`src/rtl/rr_mux_pkg.sv`:
```
// rtl/rr_mux_pkg.sv - shared constants and width helpers for the round-robin mux
package rr_mux_pkg;

  localparam logic MODE_FIXED = 1'b0;
  localparam logic MODE_RR    = 1'b1;

  function automatic int clog2(input int n);
    int r;
    r = 0;
    for (int i = 0; i < 31; i++) begin
      if ((1 << i) < n) r = i + 1;
    end
    return r;
  endfunction

  // Select fields are never narrower than one bit, even for a single channel.
  function automatic int sel_width(input int n);
    return (clog2(n) < 1) ? 1 : clog2(n);
  endfunction

endpackage

```
`src/rtl/rr_pick.sv`:
```
// rtl/rr_pick.sv - combinational rotating-priority picker: first request at or after ptr wins
module rr_pick
  import rr_mux_pkg::*;
#(
  parameter int N  = 4,
  parameter int PW = sel_width(N)
) (
  input  logic [N-1:0]  req,
  input  logic [PW-1:0] ptr,
  output logic [N-1:0]  grant,
  output logic [PW-1:0] idx,
  output logic          any
);

  always_comb begin
    grant = '0;
    idx   = '0;
    any   = 1'b0;
    for (int k = 0; k < N; k++) begin
      if (!any && req[(int'(ptr) + k) % N]) begin
        grant[(int'(ptr) + k) % N] = 1'b1;
        idx = PW'((int'(ptr) + k) % N);
        any = 1'b1;
      end
    end
  end

endmodule

```
`src/rtl/rr_mux.sv`:
```
// rtl/rr_mux.sv - registered N-channel mux with valid/ready handshake, fixed or round-robin grant
module rr_mux
  import rr_mux_pkg::*;
#(
  parameter int WIDTH    = 8,
  parameter int CHANNELS = 4,
  parameter int SELW     = sel_width(CHANNELS)
) (
  input  logic                      clk,
  input  logic                      reset,
  input  logic                      mode,
  input  logic [SELW-1:0]           sel,
  input  logic [CHANNELS*WIDTH-1:0] in_data,
  input  logic [CHANNELS-1:0]       in_valid,
  output logic [CHANNELS-1:0]       in_ready,
  output logic [WIDTH-1:0]          out_data,
  output logic [SELW-1:0]           out_sel,
  output logic                      out_valid,
  input  logic                      out_ready
);

  logic [WIDTH-1:0]    out_data_q, out_data_d;
  logic [SELW-1:0]     out_sel_q, out_sel_d;
  logic                out_valid_q, out_valid_d;
  logic [SELW-1:0]     ptr_q, ptr_d;

  logic                load;
  logic [CHANNELS-1:0] fix_grant, rr_grant, grant;
  logic [SELW-1:0]     rr_idx, widx;
  logic                rr_any, any_grant;
  logic [WIDTH-1:0]    word;

  rr_pick #(.N(CHANNELS), .PW(SELW)) u_pick (
    .req   (in_valid),
    .ptr   (ptr_q),
    .grant (rr_grant),
    .idx   (rr_idx),
    .any   (rr_any)
  );

  // Out-of-range sel values match no channel, so they grant nothing.
  always_comb begin
    fix_grant = '0;
    for (int i = 0; i < CHANNELS; i++) begin
      if (sel == SELW'(i)) fix_grant[i] = in_valid[i];
    end
  end

  assign load      = !out_valid_q || out_ready;
  assign grant     = (mode == MODE_RR) ? rr_grant : fix_grant;
  assign any_grant = |grant;
  assign in_ready  = reset ? '0 : (grant & {CHANNELS{load}});

  always_comb begin
    word = '0;
    widx = '0;
    for (int i = 0; i < CHANNELS; i++) begin
      if (grant[i]) begin
        word = in_data[i*WIDTH +: WIDTH];
        widx = SELW'(i);
      end
    end
  end

  always_comb begin
    out_data_d  = out_data_q;
    out_sel_d   = out_sel_q;
    out_valid_d = out_valid_q;
    ptr_d       = ptr_q;
    if (load) begin
      if (any_grant) begin
        out_valid_d = 1'b1;
        out_data_d  = word;
        out_sel_d   = widx;
        if (mode == MODE_RR) begin
          ptr_d = (widx == SELW'(CHANNELS - 1)) ? '0 : widx + SELW'(1);
        end
      end else begin
        out_valid_d = 1'b0;
      end
    end
  end

  always_ff @(posedge clk or posedge reset) begin
    if (reset) begin
      out_data_q  <= '0;
      out_sel_q   <= '0;
      out_valid_q <= 1'b0;
      ptr_q       <= '0;
    end else begin
      out_data_q  <= out_data_d;
      out_sel_q   <= out_sel_d;
      out_valid_q <= out_valid_d;
      ptr_q       <= ptr_d;
    end
  end

  assign out_data  = out_data_q;
  assign out_sel   = out_sel_q;
  assign out_valid = out_valid_q;

endmodule

```
`config.mk`:
```
export PLATFORM = sky130hd
export DESIGN_NAME = rr_mux
export DESIGN_NICKNAME = d
export VERILOG_FILES = /design/src/rtl/rr_mux_pkg.sv /design/src/rtl/rr_pick.sv /design/src/rtl/rr_mux.sv
export SDC_FILE = /design/constraint.sdc
export NUM_CORES = 1
export LEC_CHECK = 0
export ABC_AREA = 1
export ABC_CLOCK_PERIOD_IN_PS = 3400
export BUFFER_PORTS_ARGS = -buffer_cell sky130_fd_sc_hd__buf_2
export CAP_MARGIN = 5
export CORE_UTILIZATION = 56
export CTS_BUF_LIST = sky130_fd_sc_hd__clkbuf_8
export CTS_CLUSTER_DIAMETER = 150
export DETAILED_ROUTE_END_ITERATION = 16
export GPL_ROUTABILITY_DRIVEN = 0
export HOLD_SLACK_MARGIN = 0.1
export PLACE_DENSITY_LB_ADDON = 0.08
export SYNTH_ARGS = -nofsm -noshare
export SYNTH_HDL_FRONTEND = slang
export SYNTH_SLANG_ARGS = --single-unit
```
`constraint.sdc`:
```
create_clock -name clk -period 3.4 [get_ports clk]
set_input_delay 0.51 -clock clk [delete_from_list [all_inputs] [get_ports clk]]
set_output_delay 0.51 -clock clk [all_outputs]
set_load 0.05 [all_outputs]
```
# Word-level counts from Yosys, hierarchy flattened

Cells that the tools add are included.

Register bits after elaboration: 13
Latch bits: 0
RAM bits: 0
Bits in read-only memories: 0
Bits of input ports: 42
Output and inout bits: 15
Memories: 0

Add/subtract/negate cells: 4
Multiply operators: 0
Div/mod/pow operators: 0
Magnitude comparators: 8
Equal/unequal tests: 4
Shift operators: 0
Muxes and demuxes: 41
Bitwise gates (word level): 7
Reductions and logical operators: 19

Operator list:

| operator                                                              | count |
|---|---|
| 8-bit two-way mux                                                     | 4 |
| 4-bit two-way mux                                                     | 6 |
| 1-bit two-way mux                                                     | 20 |
| 3-bit by 4-bit < comparator with 1-bit output, second input constant  | 3 |
| 4-bit bitwise OR                                                      | 3 |
| 3-bit by 1-bit >= comparator with 1-bit output, second input constant | 3 |
| 1-bit binary-select mux with 2-bit select                             | 4 |
| 1-bit demux with 2-bit select                                         | 4 |
| 1-bit logical AND                                                     | 7 |
| 2-bit equality test, second input constant                            | 3 |
| 2-bit two-way mux                                                     | 3 |
| 2-bit OR reduction                                                    | 3 |
| 2-bit by 1-bit adder with 2-bit output, second input constant         | 2 |
| 2-bit adder, second input constant                                    | 2 |
| 4-bit bitwise AND                                                     | 1 |
| 1-bit logical NOT                                                     | 4 |
| 4-bit OR reduction                                                    | 1 |
| 1-bit bitwise AND, first input constant                               | 3 |
| 2-bit by 3-bit < comparator with 1-bit output, second input constant  | 1 |
| 3-bit AND reduction                                                   | 1 |
| 2-bit by 1-bit equality test with 1-bit output, second input constant | 1 |
| 2-bit by 1-bit >= comparator with 1-bit output, second input constant | 1 |
| 2-bit logical NOT                                                     | 1 |
| 2-bit AND reduction                                                   | 1 |
| 1-bit logical OR                                                      | 1 |

# Depth between registers and ports, before layout

Depth in word-level cells: 20
Mapped depth: 18
Depth with buffers taken out: 16

# Hierarchy

Synthesis repeated with hierarchy kept, for this count alone.

Cells, all modules: 223
Area, all modules: 1373.8 um^2

Modules (own cells, without submodules):

| module  | instances | cells an instance | area each (um^2) |
|---|---|---|---|
| rr_mux  | 1         | 149               | 933.4 |
| rr_pick | 1         | 74                | 440.4 |

# Worst setup path after synthesis

OpenSTA, ideal clock, no wires.

Path kind: register to output
Start: register ptr_q[0]
End: output in_ready[2]
Arrival time: 2.477 ns
Required time: 2.890 ns
Path slack: 0.413 ns
Stages on the path, launching flop included: 14
Path buffers: 2
Path through: dfrtp_1 -> buf_6 -> inv_6 -> ha_1 -> inv_1 -> nand3_1 -> nand2_1 -> nand2_4 -> nor2_4 -> nand2_2 -> nand3_4 -> nand2_4 -> buf_12 -> nor2_1

Longest elaborated chain between the ends: 16
Elaborated cells on any way between the ends: 59
Those cells by class: 3 x add/sub; 8 x order compare; 28 x mux; 7 x bitwise; 13 x reduce/logical

RTL lines:

| element                                                                                                                               | line                         | text |
|---|---|---|
| from (decl)                                                                                                                           | rr_mux.sv:25                 | `logic [SELW-1:0] ptr_q, ptr_d;` |
| from (signal assigned)                                                                                                                | rr_mux.sv:94                 | `ptr_q <= ptr_d;` |
| 2-bit by 1-bit adder with 2-bit output                                                                                                | rr_pick.sv:20, rr_pick.sv:21 |  |
| 2-bit OR reduction (no line)                                                                                                          | n/a                          |  |
| 1-bit bitwise AND (no line)                                                                                                           | n/a                          |  |
| 3-bit by 4-bit < comparator with 1-bit output (not written as such) or 3-bit by 1-bit >= comparator with 1-bit output (tied branches) | rr_pick.sv:21                | `grant[(int'(ptr) + k) % N] = 1'b1;` |
| 1-bit logical AND (not written as such)                                                                                               | rr_pick.sv:21                |  |
| 1-bit two-way mux (not written as such)                                                                                               | rr_pick.sv:21                |  |
| 1-bit demux with 2-bit select                                                                                                         | n/a                          |  |
| 4-bit bitwise OR (no line)                                                                                                            | n/a                          |  |
| 4-bit two-way mux                                                                                                                     | rr_pick.sv:20                | `if (!any && req[(int'(ptr) + k) % N]) begin` |
| 4-bit bitwise OR (no line)                                                                                                            | n/a                          |  |
| 4-bit two-way mux                                                                                                                     | rr_pick.sv:20                |  |
| 4-bit bitwise OR (no line)                                                                                                            | n/a                          |  |
| 4-bit two-way mux *                                                                                                                   | rr_pick.sv:20                |  |
| 4-bit two-way mux *                                                                                                                   | rr_mux.sv:50                 | `assign grant = (mode == MODE_RR) ? rr_grant : fix_grant;` |
| 4-bit bitwise AND *                                                                                                                   | rr_mux.sv:52                 | `assign in_ready = reset ? '0 : (grant & {CHANNELS{load}});` |
| 4-bit two-way mux *                                                                                                                   | rr_mux.sv:52                 |  |
| to (decl)                                                                                                                             | rr_mux.sv:15                 | `output logic [CHANNELS-1:0] in_ready,` |

Mark *: on every way between the ends. The rest lies on a longest branch, timed or not. The select of a mux whose other input is x is not followed.

# Worst setup path after layout

Start: register ptr_q[1]
End: output in_ready[3]

Same word-level chain as after synthesis.

==> flow_summary.ini <==
[clock_tree]
clkLatencyLatePin_ns = 0.25
cts_sinks = 13
cts.root.buffer_cell = sky130_fd_sc_hd__clkbuf_8
cts.clk_slew.worst_paths_ns = 0.05
total_cts_buffers = 3
cts_tree = built
cts-htree-levels = 1
ctsLongestPathBuffers = 2

[timing]
layout_min_cycle_time_ns = 3.15
grt_setup_unrepaired = false
final_max_slew_viol_count = 0
clock_skew_ns = 0.000410
portion_of_the_clock_cycle_consumed_by_the_worst_path_in_the_final_layout_pct = 92.8
finalSetupTns_ns = 0
max-slew-margin-rel_pct = 53.7
clock.fmax_mhz = 317
worst_slew_pin_slew_ns = 0.690
hold_violations = 0
report.final.setup_viol = 0

[status]
run_status = complete, no violations

[die]
die_height_um = 54.9
floorplan.die_area_um2 = 3020
die_width_um = 54.9
start_util_pct = 61.1
core_area_um2 = 2570
placementRows = 18
io_pins = 57

[yosys]
synth_compound_gate_area_share_pct = 2.71
post_synth_fa_ha_maj_area_fraction_pct = 4.79
synth-seq-area-share_pct = 20.8
ys_ff_latch = 13
synth_area_per_cell_um2 = 6.88
ys.warnings.count = 0
synthMuxAreaShare_pct = 0
ys_top_cells_by_area = sky130_fd_sc_hd__dfrtp_1 21%, sky130_fd_sc_hd__nand2_1 18%, sky130_fd_sc_hd__nand3_1 7.0%
main_combinational_cell_family_by_area_after_synthesis = simple AND/OR/NAND/NOR gates
simple_gate_fraction_of_synth_area_pct = 59.8
synth-xor-area-share_pct = 0
syn_area_um2 = 1570
cell_type_with_the_highest_aggregate_area_in_the_netlist = sky130_fd_sc_hd__dfrtp_1
syn_inst = 228
synthDominantCellAreaShare_pct = 20.8
number_of_library_cell_types_mapped_by_synthesis = 26
synth.net_count = 276

[global_route]
grt_pass1_vias = 1277
grt_antenna_before_repair = 0
gr-total-overflow = 0
first_pass_grt_wire_length_um = 5650
track_usage_pct = 25.6
pin_count_of_the_biggest_net_entering_global_routing = 15

[setup_path]
crit_buf_inv = 3
worst_setup_path_end_kind = output port
cpPeakStageDelay_ns = 0.48
startpoint_type = flop
critical-path-top-delay-family = simple AND/OR/NAND/NOR gates
worstRegToRegCells = 16
crit_top_cell = sky130_fd_sc_hd__nand2_1
critPathSlowestCell = sky130_fd_sc_hd__dfrtp_1
setup.worst_path.class = reg2out
worstPathRequired_ns = 2.89
worstPathCellList = inv_1, ha_1, inv_1, nand3_1, nand2_1, nand2_4, nor2_4, nand2_1, nand3_1, nand2_1, nor2_1, buf_2
cp_num_cells = 12
path_max_fanout = 13
arrival_time_reported_for_the_critical_path_endpoint_ns = 2.64

[cells_and_area]
area_delta_synth_final_pct = 19.9
fill_cells = 225
fin_util_pct = 73.2
register_area_um2 = 327
insertedDiodeCount = 0
fin_area_um2 = 1880
drive_above_1_share_pct = 37.2
area_used_by_multi_input_combinational_logic_um2 = 1050
fin_nets = 334

[drt]
detail_route.iter0.violations = 41
detailedRoute.firstPassIterationCount = 4
wire_per_inst_um = 11.2
post-route-drc-count = 0
route.antenna.remaining_nets = 0
routed_wl_um = 3520
vias = 1590
post_drt_via_cell_ratio = 5.05

[power_and_ir_drop]
power.total_w = 0.00161
p_per_area_nw_per_um2 = 858
max-vdd-ir-drop_mv = 0.693
p_leak_nw = 1.09

[flow_run]
maxCapViolations = 0

[placement]
detailed_place_hpwl_um = 2920
place.port_buffers = 56
detailed_place.area_um2 = 1830

[hold_path]
hold_path_class = in2async
==> synthesized netlist by cell type <==
master / count
sky130_fd_sc_hd__nor2_2: 2
sky130_fd_sc_hd__dfrtp_1: 13
sky130_fd_sc_hd__nand2_1: 74
sky130_fd_sc_hd__buf_6: 2
sky130_fd_sc_hd__nand3_4: 1
sky130_fd_sc_hd__nand3_1: 22
sky130_fd_sc_hd__nor2_1: 19
sky130_fd_sc_hd__o21ai_0: 1
sky130_fd_sc_hd__nand3_2: 10
sky130_fd_sc_hd__nor2_8: 3
sky130_fd_sc_hd__nor3_1: 8
sky130_fd_sc_hd__inv_1: 25
sky130_fd_sc_hd__inv_4: 1
sky130_fd_sc_hd__o21ai_2: 2
sky130_fd_sc_hd__nand4_1: 8
sky130_fd_sc_hd__buf_12: 2
sky130_fd_sc_hd__o31ai_1: 1
sky130_fd_sc_hd__ha_1: 6
sky130_fd_sc_hd__o31ai_2: 1
sky130_fd_sc_hd__inv_6: 1
sky130_fd_sc_hd__buf_2: 1
sky130_fd_sc_hd__nand2_2: 13
sky130_fd_sc_hd__inv_8: 1
sky130_fd_sc_hd__nand2_4: 6
sky130_fd_sc_hd__nand3b_1: 2
sky130_fd_sc_hd__nor2_4: 3
==> state kept, by name (all words and copies together) (netlist names) <==
signal and flops:
out_valid 1, out_sel 2, out_data 8, ptr_q 2
==> metal layers <==
metal,GRT usage [%],up-vias,wire (um),share of wire (%)
li1,-,840,-,-
met1,37.9,683,1740,49
met2,39.4,62,1550,44
met3,0.820,5,194,5.5
met4,8.75,0,44,1.2
met5,0,-,0,0
==> worst paths after layout <==
kind / slack, ns / to / start
worst min register to register: 0.47 / out_data[7]$_DFFE_PP0P_ / out_data[7]$_DFFE_PP0P_
min in group clk: 0.47 / out_data[7]$_DFFE_PP0P_ / out_data[7]$_DFFE_PP0P_
max in group asynchronous: 2.98 / ptr_q[0]$_DFFE_PP0P_ / reset
worst max-delay path: 0.25 / in_ready[3] / ptr_q[1]$_DFFE_PP0P_
worst min-delay path: 0.25 / out_sel[0]$_DFFE_PP0P_ / reset
worst max register to register: 0.71 / out_data[2]$_DFFE_PP0P_ / ptr_q[1]$_DFFE_PP0P_
==> cell families after synthesis <==
logic type | count (synthesis)
and+or+nand+nor | 171
buffers and inverters | 33
DFF | 13
adders and majority gates | 6
AOI/OAI and AO/OA | 5
==> through the flow <==
step | instances | setup WS (ns) | hold WS (ns)
floorplan | 228 | 0.413 | 0.395
global placement | 311 | 0.559 | 0.452
detailed placement | 311 | 0.434 | 0.455
CTS | 315 | 0.174 | 0.252
global route | 315 | 0.0101 | 0.297
finish | 315 | 0.245 | 0.247
==> power breakdown <==
part           switching [W]  total, W  leakage, nW  internal (W)
Combinational       0.000832   0.00118        0.911      0.000351
Sequential         0.0000638  0.000292        0.156      0.000228
Clock              0.0000575  0.000137       0.0269     0.0000799
Total               0.000954   0.00161         1.09      0.000659
==> worst min-delay path, delay by kind of cell <==
kind / cells / cell delay [ns]
buffers and inverters: 3 / 0.33
==> what timing repair did <==
item                       4_1_cts  5_1_grt
setup buffers                    0        0
gates resized for setup          0        1
setup endpoints to repair        0        1
hold buffers                     0        0
==> layout by cell type, fill, tap and decap left out, types with 2 or more instances in the layout <==
cell type / netlist / layout
sky130_fd_sc_hd__nor3_1: 8 / 8
sky130_fd_sc_hd__nand4_1: 8 / 8
sky130_fd_sc_hd__nand2_1: 74 / 74
sky130_fd_sc_hd__nand2_2: 13 / 13
sky130_fd_sc_hd__nand3b_1: 2 / 2
sky130_fd_sc_hd__nand3_2: 10 / 10
sky130_fd_sc_hd__nor2_1: 19 / 19
sky130_fd_sc_hd__ha_1: 6 / 6
sky130_fd_sc_hd__nor2_4: 3 / 3
sky130_fd_sc_hd__dfrtp_1: 13 / 12
sky130_fd_sc_hd__o21ai_2: 2 / 2
sky130_fd_sc_hd__buf_4: 0 / 2
sky130_fd_sc_hd__inv_1: 25 / 26
sky130_fd_sc_hd__nand3_1: 22 / 22
sky130_fd_sc_hd__buf_2: 1 / 56
sky130_fd_sc_hd__clkbuf_8: 0 / 3
sky130_fd_sc_hd__nor2_2: 2 / 2
sky130_fd_sc_hd__nor2_8: 3 / 3
sky130_fd_sc_hd__nand2_4: 6 / 6
==> final cells by class <==
| cell class | instances | area share [%] |
|---|---|---|
| sequential | 13 | 17.4 |
| clock buffer | 3 | 2.20 |
| timing repair buffer | 58 | 15.7 |
| tap | 30 | 2.00 |
| clock inverter | 1 | 0.200 |
| inverter | 28 | 6.39 |
| multi-input combinational | 182 | 56.1 |
No activity file was read; power rests on OpenSTA's default activity.
